**src/rtl/core_run_ctrl.sv**
```systemverilog
// Run controller beside rv32i_core: holds the core in reset after a start, runs it under a
// watchdog, and snoops data-memory writes to the tohost mailbox to decide pass or fail.
module core_run_ctrl #(
    parameter int          RST_HOLD_CYCLES = 2,
    parameter int unsigned RUN_CYCLES      = 50,
    parameter int unsigned ADDR_W          = 32,
    parameter int unsigned DATA_W          = 32,
    parameter int unsigned CNT_W           = 32,
    parameter logic [63:0] TOHOST_ADDR     = 64'h0000_1000
) (
    input  logic              clk,
    input  logic              rst_n,
    input  logic              start,
    input  logic              mem_wr_en,
    input  logic [ADDR_W-1:0] mem_wr_addr,
    input  logic [DATA_W-1:0] mem_wr_data,
    output logic              core_rst,
    output logic              running,
    output logic              done,
    output logic              pass,
    output logic              fail,
    output logic              timeout,
    output logic [DATA_W-2:0] test_code,
    output logic [CNT_W-1:0]  cycle_count
);

    if (RST_HOLD_CYCLES < 1) begin : g_bad_hold
        $error("core_run_ctrl: RST_HOLD_CYCLES must be at least 1");
    end
    if ((TOHOST_ADDR >> ADDR_W) != 64'd0) begin : g_bad_tohost
        $error("core_run_ctrl: TOHOST_ADDR does not fit in ADDR_W bits");
    end

    localparam int unsigned       HOLD_W    = (RST_HOLD_CYCLES > 1) ? $clog2(RST_HOLD_CYCLES) : 1;
    localparam logic [HOLD_W-1:0] HOLD_LOAD = HOLD_W'(RST_HOLD_CYCLES - 1);
    localparam logic [ADDR_W-1:0] TOHOST_A  = TOHOST_ADDR[ADDR_W-1:0];
    localparam logic [CNT_W-1:0]  WD_LAST   = CNT_W'(RUN_CYCLES - 1);

    typedef enum logic [1:0] {
        S_IDLE  = 2'd0,
        S_RESET = 2'd1,
        S_RUN   = 2'd2,
        S_DONE  = 2'd3
    } state_t;

    state_t             state_q, state_d;
    logic [HOLD_W-1:0]  hold_q, hold_d;
    logic               core_rst_q, core_rst_d;
    logic               running_q, running_d;
    logic               done_q, done_d;
    logic               pass_q, pass_d;
    logic               fail_q, fail_d;
    logic               timeout_q, timeout_d;
    logic [DATA_W-2:0]  test_code_q, test_code_d;
    logic [CNT_W-1:0]   cycle_count_q, cycle_count_d;

    logic mbox_hit;
    logic wd_expire;

    assign mbox_hit  = mem_wr_en && (mem_wr_addr == TOHOST_A);
    assign wd_expire = (RUN_CYCLES != 0) && (cycle_count_q == WD_LAST);

    always_ff @(posedge clk) begin
        if (!rst_n) begin
            state_q       <= S_IDLE;
            hold_q        <= '0;
            core_rst_q    <= 1'b1;
            running_q     <= 1'b0;
            done_q        <= 1'b0;
            pass_q        <= 1'b0;
            fail_q        <= 1'b0;
            timeout_q     <= 1'b0;
            test_code_q   <= '0;
            cycle_count_q <= '0;
        end else begin
            state_q       <= state_d;
            hold_q        <= hold_d;
            core_rst_q    <= core_rst_d;
            running_q     <= running_d;
            done_q        <= done_d;
            pass_q        <= pass_d;
            fail_q        <= fail_d;
            timeout_q     <= timeout_d;
            test_code_q   <= test_code_d;
            cycle_count_q <= cycle_count_d;
        end
    end

    always_comb begin
        state_d       = state_q;
        hold_d        = hold_q;
        core_rst_d    = core_rst_q;
        running_d     = running_q;
        done_d        = done_q;
        pass_d        = pass_q;
        fail_d        = fail_q;
        timeout_d     = timeout_q;
        test_code_d   = test_code_q;
        cycle_count_d = cycle_count_q;

        unique case (state_q)
            S_IDLE, S_DONE: begin
                core_rst_d = 1'b1;
                running_d  = 1'b0;
                if (start) begin
                    state_d       = S_RESET;
                    hold_d        = HOLD_LOAD;
                    done_d        = 1'b0;
                    pass_d        = 1'b0;
                    fail_d        = 1'b0;
                    timeout_d     = 1'b0;
                    test_code_d   = '0;
                    cycle_count_d = '0;
                end
            end
            S_RESET: begin
                core_rst_d = 1'b1;
                if (hold_q == '0) begin
                    state_d    = S_RUN;
                    core_rst_d = 1'b0;
                    running_d  = 1'b1;
                end else begin
                    hold_d = hold_q - 1'b1;
                end
            end
            S_RUN: begin
                // The exit cycle is counted too, so the final count includes it.
                if (cycle_count_q != '1) begin
                    cycle_count_d = cycle_count_q + 1'b1;
                end
                // A mailbox hit outranks a watchdog expiry in the same cycle.
                if (mbox_hit) begin
                    state_d    = S_DONE;
                    core_rst_d = 1'b1;
                    running_d  = 1'b0;
                    done_d     = 1'b1;
                    if (mem_wr_data == DATA_W'(1)) begin
                        pass_d = 1'b1;
                    end else begin
                        fail_d      = 1'b1;
                        test_code_d = mem_wr_data[DATA_W-1:1];
                    end
                end else if (wd_expire) begin
                    state_d    = S_DONE;
                    core_rst_d = 1'b1;
                    running_d  = 1'b0;
                    done_d     = 1'b1;
                    timeout_d  = 1'b1;
                end
            end
            default: state_d = S_IDLE;
        endcase
    end

    assign core_rst    = core_rst_q;
    assign running     = running_q;
    assign done        = done_q;
    assign pass        = pass_q;
    assign fail        = fail_q;
    assign timeout     = timeout_q;
    assign test_code   = test_code_q;
    assign cycle_count = cycle_count_q;

endmodule

```
**config.mk**
```make
export PLATFORM = sky130hd
export DESIGN_NAME = core_run_ctrl
export DESIGN_NICKNAME = d
export VERILOG_FILES = /design/src/rtl/core_run_ctrl.sv
export SDC_FILE = /design/constraint.sdc
export NUM_CORES = 1
export LEC_CHECK = 0
export BUFFER_PORTS_ARGS = -buffer_cell sky130_fd_sc_hd__buf_2
export CAP_MARGIN = 5
export CORE_MARGIN = 5
export CORE_UTILIZATION = 45
export DETAILED_ROUTE_END_ITERATION = 8
export GPL_ROUTABILITY_DRIVEN = 0
export PLACE_DENSITY = 0.85
export SLEW_MARGIN = 20
export SYNTH_ARGS = -nofsm -noshare
export SYNTH_HDL_FRONTEND = slang
export SYNTH_SLANG_ARGS = --single-unit
```
**constraint.sdc**
```tcl
create_clock -name clk -period 3.1 [get_ports clk]
set_input_delay 0.465 -clock clk [delete_from_list [all_inputs] [get_ports clk]]
set_output_delay 0.465 -clock clk [all_outputs]
set_load 0.05 [all_outputs]
```
=== After elaboration in Yosys (flattened, before gate mapping) ===
Index checks and enable logic that the tools add are counted.

* Add/subtract/negate cells: 2
* Multiply operators: 0
* Div/mod/pow operators: 0
* $lt $le $gt $ge: 0
* Equality and inequality tests: 16
* Shifts and indexed selects: 0
* Multiplexer cells: 33
* Bitwise operators: 0
* Reduce and logical (&&, ||, !) cells: 13

{| class="wikitable"
|+ Operator list
! kind !! number
|-
| 31-bit two-way mux || 3
|-
| 32-bit two-way mux || 2
|-
| 32-bit case mux with 2 select lines || 1
|-
| 31-bit case mux with 2 select lines || 1
|-
| 32-bit by 1-bit adder with 32-bit output, second input constant || 1
|-
| 32-bit by 1-bit equality test with 1-bit output, second input constant || 1
|-
| 32-bit by 13-bit equality test with 1-bit output, second input constant || 1
|-
| 32-bit by 6-bit equality test with 1-bit output, second input constant || 1
|-
| 32-bit inequality test, second input constant || 1
|-
| 2-bit inequality test, second input constant || 8
|-
| 1-bit two-way mux || 14
|-
| 4-bit AND reduction || 3
|-
| 1-bit case mux with 2 select lines || 5
|-
| 3-bit AND reduction || 3
|-
| 2-bit two-way mux || 4
|-
| 1-bit case mux with 3 select lines || 2
|-
| 2-bit case mux with 3 select lines || 1
|-
| 2-bit equality test, second input constant || 2
|-
| 2-bit AND reduction || 2
|-
| 2-bit nonzero test || 2
|-
| 3-bit inequality test, second input constant || 1
|-
| 2-bit by 1-bit equality test with 1-bit output, second input constant || 1
|-
| 2-bit zero test || 1
|-
| 2-bit OR reduction || 1
|-
| 2 further kinds || 2
|}

* Register bits after elaboration: 72
* Latch bits: 0
* Memory bits (writable): 0
* Memory bits (read-only): 0
* Input port bits: 68
* Word-level logic and storage cells: 74
* Memories: 0

=== Depth between registers and ports, before layout ===
* Depth after elaboration: 4
* Gate-level depth with buffers: 9

=== Least setup slack after synthesis ===
Ideal clock, no wire load.

* Path type: register to register
* Start point: reg cycle_count_q[0], in the netlist cycle_count[0]
* End point: reg cycle_count_q[7], in the netlist cycle_count[7]
* Setup time: 0.068 ns
* Arrival time: 2.646 ns
* Required time: 3.032 ns
* Slack: 0.386 ns
* Stages on the path, launching flop included: 9
* Buffers on the path: 2
* Clock period less this slack: 2.714 ns
* Path through: dfxtp_1 ha_1 nand3_1 or3_4 o41ai_4 buf_6 buf_8 o31ai_1 a21oi_2

* Cells in the longest elaborated chain, start to end: 3
* Elaborated cells between the ends (all ways): 6
* Classes of those cells: add/sub (1); eq/ne (2); mux (2); reduce/logical (1)

{| class="wikitable"
|+ RTL lines
! what !! line !! text
|-
| from (decl) || 55 || <nowiki>logic [CNT_W-1:0] cycle_count_q, cycle_count_d;</nowiki>
|-
| from (signal assigned) || 85 || <nowiki>cycle_count_q <= cycle_count_d;</nowiki>
|-
| 32-bit by 1-bit adder with 32-bit output or 32-bit inequality test (tied branches) || 129, 128 ||
|-
| 32-bit two-way mux or 2-bit inequality test (tied branches) || n/a ||
|-
| 32-bit case mux with 2 select lines or 3-bit AND reduction (tied branches) || n/a ||
|}

Parallel ways exist; a longest one is shown, timed or not. The select of a mux whose other input is x is not followed.
A chain may end at the register's enable or synchronous reset.

=== Final worst setup path ===
* Start point: reg state_q[0]
* End point: reg cycle_count_q[31], in the netlist cycle_count[31]

* Cells in the longest elaborated chain, start to end: 4
* Elaborated cells between the ends (all ways): 9
* Classes of those cells: eq/ne (4); mux (1); reduce/logical (4)

{| class="wikitable"
|+ RTL lines
! what !! line !! text
|-
| from (decl) || 46 || <nowiki>state_t state_q, state_d;</nowiki>
|-
| from (signal assigned) || 76 || <nowiki>state_q <= state_d;</nowiki>
|-
| 2-bit equality test or 2-bit zero test (tied branches) || 101 || <nowiki>unique case (state_q)</nowiki>
|-
| 2-bit OR reduction || 101 ||
|-
| 2-bit inequality test (no source line) or 2-bit nonzero test (tied branches) || n/a ||
|-
| 3-bit AND reduction (no source line) || n/a ||
|}

Parallel ways exist; a longest one is shown, timed or not.

==> results_dict.tcl <==
set metrics [dict create \
    syn_area_per_cell_um2 8.15 \
    pwr-share-seq_pct 41.2 \
    pwr-share-clk_pct 29.4 \
    max_cap_violations 0 \
    critPathKind "flop to flop" \
    hold_start "mem_wr_data[30]" \
    grt_max_degree 70 \
    critPathLaunch "state_q[0]" \
    r2r-start "state_q[0]" \
    crit_chain "inv_1, ha_1, mux2_2, and4_1, o2111ai_1, or4_1, a21oi_1" \
    cts_buffers 9 \
    power_leakage_nw 1.82 \
    first_global_vias 3661 \
    wl_met1_um 4090 \
    setup_ws_ns 0.601 \
    grt_pass1_wl_um 16700 \
    dieArea_um2 9530 \
    area_delta_synth_final_pct 27.6 \
    hp-class "input port to flop" \
    yosysWarnings 0 \
    grt_use_total_pct 21.0 \
    ir_drop_v 0.000319 \
    nets 628 \
    wire_per_inst_um 15.2 \
    clk-insertion-delay-late_ns 0.36 \
    combPwrFrac_pct 29.5 \
    netlist_instances 424 \
    core-area_um2 7610 \
    cts_sinks 72 \
    cellPowerDensity_nw_per_um2 549 \
    dp_hpwl_um 7440 \
    viasPerCell 5.74 \
    final_max_slew_viol_count 0 \
    cts_max_level 3 \
    cts-root-buf "clkbuf_8" \
    final.setup.tns_ns 0 \
    rsz0062_at_grt "false" \
    status "completed" \
    clockBufferDepth 2 \
    yosysTopAreaCellShare_pct 41.7 \
    vias 3797 \
    cts_tree "built" \
    cp.arrival_ns 2.79 \
    n_antenna_cell 0 \
    drive_above_1_share_pct 30.9 \
    io_pins 137 \
    die_h_um 97.6 \
    synth_most_common_cell "nand2_1" \
    skew_ns 0.0143 \
    clk_pin_slew_ns 0.09 \
    switching_share_pct 38.0 \
    num_rows 32 \
    antenna_found_initial 0 \
    finalCriticalPeriod_ns 2.50 \
    dp_slack_ns 0.594 \
    synth_cell_type_count 48 \
    route.met3.wl_um 957 \
    required_ns 3.39 \
    ys_top_cells_by_area "dfxtp_1 42%, nand2_1 9.3%, o22ai_1 6.0%, a21oi_1 4.2%, nor4_1 3.4%" \
    seq_area_frac_synth_pct 41.7 \
    intPower_mw 1.50 \
    cts_hold_buf 0 \
    cts_setup_buffers 0 \
    dieWidth_um 97.6 \
    worst_pin_slew_ns 0.900 \
    end_kind "flop" \
    dr_wl_met2_um 4790 \
    yosys_register_bits 72 \
    switching_power_mw 0.919 \
    crit_path_max_incr_delay_ns 0.50 \
    crit_fanout 12 \
    drc 0 \
    slowest_stage "or4_1" \
    setup_viol 0 \
    drt_iter0_drc 176 \
    hold_viol_final 0 \
    synthTopCellsByCount "86 x nand2_1, 72 x dfxtp_1, 33 x o22ai_1" \
    relSlewSlack_pct 38.3 \
    start_kind "flop" \
    highest_layer "met4" \
    grt-ovfl-total 0 \
    initial_core_util_pct 45.4 \
    synth_edf_count 0 \
    finalCritPeriodShare_pct 80.6 \
    synthArstFlopShare_pct 0 \
    max_freq_mhz 400 \
    dr.pass1.iters 4 \
    wirelength_um 10100 \
    ant_nets 0 \
    syn_area_um2 3460 \
    post_cts_resized 0 \
    portBuffers 136 \
    yosysTopAreaCell "dfxtp_1" \
    synthFlopType "dfxtp_1" \
    synth_nets 497 \
]
## cells by family (layout without fill, tap and decap cells)
group	after synthesis	after routing	share of synthesized area (%)
buf+inv	33	169	4.24
compound gates	110	110	20.9
simple gates	197	197	29.3
xor+xnor	2	2	0.507
mux	5	5	1.48
fa+ha+maj	5	5	1.81
flops	72	72	41.7
## power groups by stage
stage	Clock, mW	Combinational [mW]	Sequential, mW
after detailed placement	0	0.702	1.02
after CTS	0.729	0.706	0.996
after global routing	0.762	0.779	1.00
final	0.711	0.713	0.996
after global placement	0	0.689	1.01
after floorplan	0	0.447	1.09
## worst max-delay path, delay by kind of cell (launching register included)
kind | cells | cell delay (ns)
AND/OR/NAND/NOR | 2 | 0.77
AO/OA/AOI/OAI | 2 | 0.46
adder cells (fa/ha/maj) | 1 | 0.42
multiplexers | 1 | 0.37
flip-flops | 1 | 0.35
buffers and inverters | 1 | 0.07
## layout by cell type, fill, tap and decap left out, types with 2 or more instances in the layout
cell,count
ha_1,5
nand3_1,16
a21oi_2,2
a41o_1,2
a21oi_1,29
nor4b_1,4
buf_4,7
nor2_1,12
nand3b_1,2
o21ai_2,2
mux2i_1,4
o21ai_1,5
inv_6,4
or3_1,13
nand2b_1,5
and3_1,2
o21ai_0,8
a31oi_1,3
buf_2,136
xnor2_1,2
nor4_1,19
inv_1,10
clkinvlp_4,2
clkbuf_8,9
nand4_1,10
and4_1,4
nand2_1,86
o22ai_1,32
dfxtp_1,72
nor3_1,8
o21a_1,3
o31ai_1,11
or4_1,12
## sequential cells by signal, summed over array words and instances (netlist names)
register,cells
fail,1
hold_q,1
timeout,1
done,1
test_code,31
running,1
pass,1
state_q,2
core_rst,1
cycle_count,32
## final timing paths
check | endpoint | depth (start not counted) | slack (ns)
setup / recovery | cycle_count[31] | 7 | 0.60
hold / removal | test_code[29] | 3 | 0.36
setup reg to reg | cycle_count[31] | 7 | 0.60
hold reg to reg | pass | 2 | 0.46
## through the flow
stage | std cells | total power, mW | area, um^2 | utilization, % | hold WS (ns)
global route | 662 | 2.54 | 4410 | 58.0 | 0.354
floorplan | 424 | 1.54 | 3460 | - | 0.472
finish | 662 | 2.42 | 4410 | 58.0 | 0.360
detailed placement | 646 | 1.72 | 4220 | 55.5 | 0.447
global placement | 646 | 1.70 | 4220 | 55.5 | 0.433
CTS | 662 | 2.43 | 4410 | 58.0 | 0.341
## metal layers
layer	track usage (%)	vias up
li1	-	1861
met3	6.53	21
met1	25.4	1747
met4	9.58	0
met2	34.1	168
met5	0	-
## layout make-up
class / count / area (um^2)
clock buffer: 9 / 124
clock inverter: 7 / 61.3
fill: 715 / 3200
inverter: 10 / 37.5
multi-input combinational: 319 / 1880
sequential: 72 / 1440
tap: 102 / 128
timing repair buffer: 143 / 733
(Power assumes the default switching activity.)
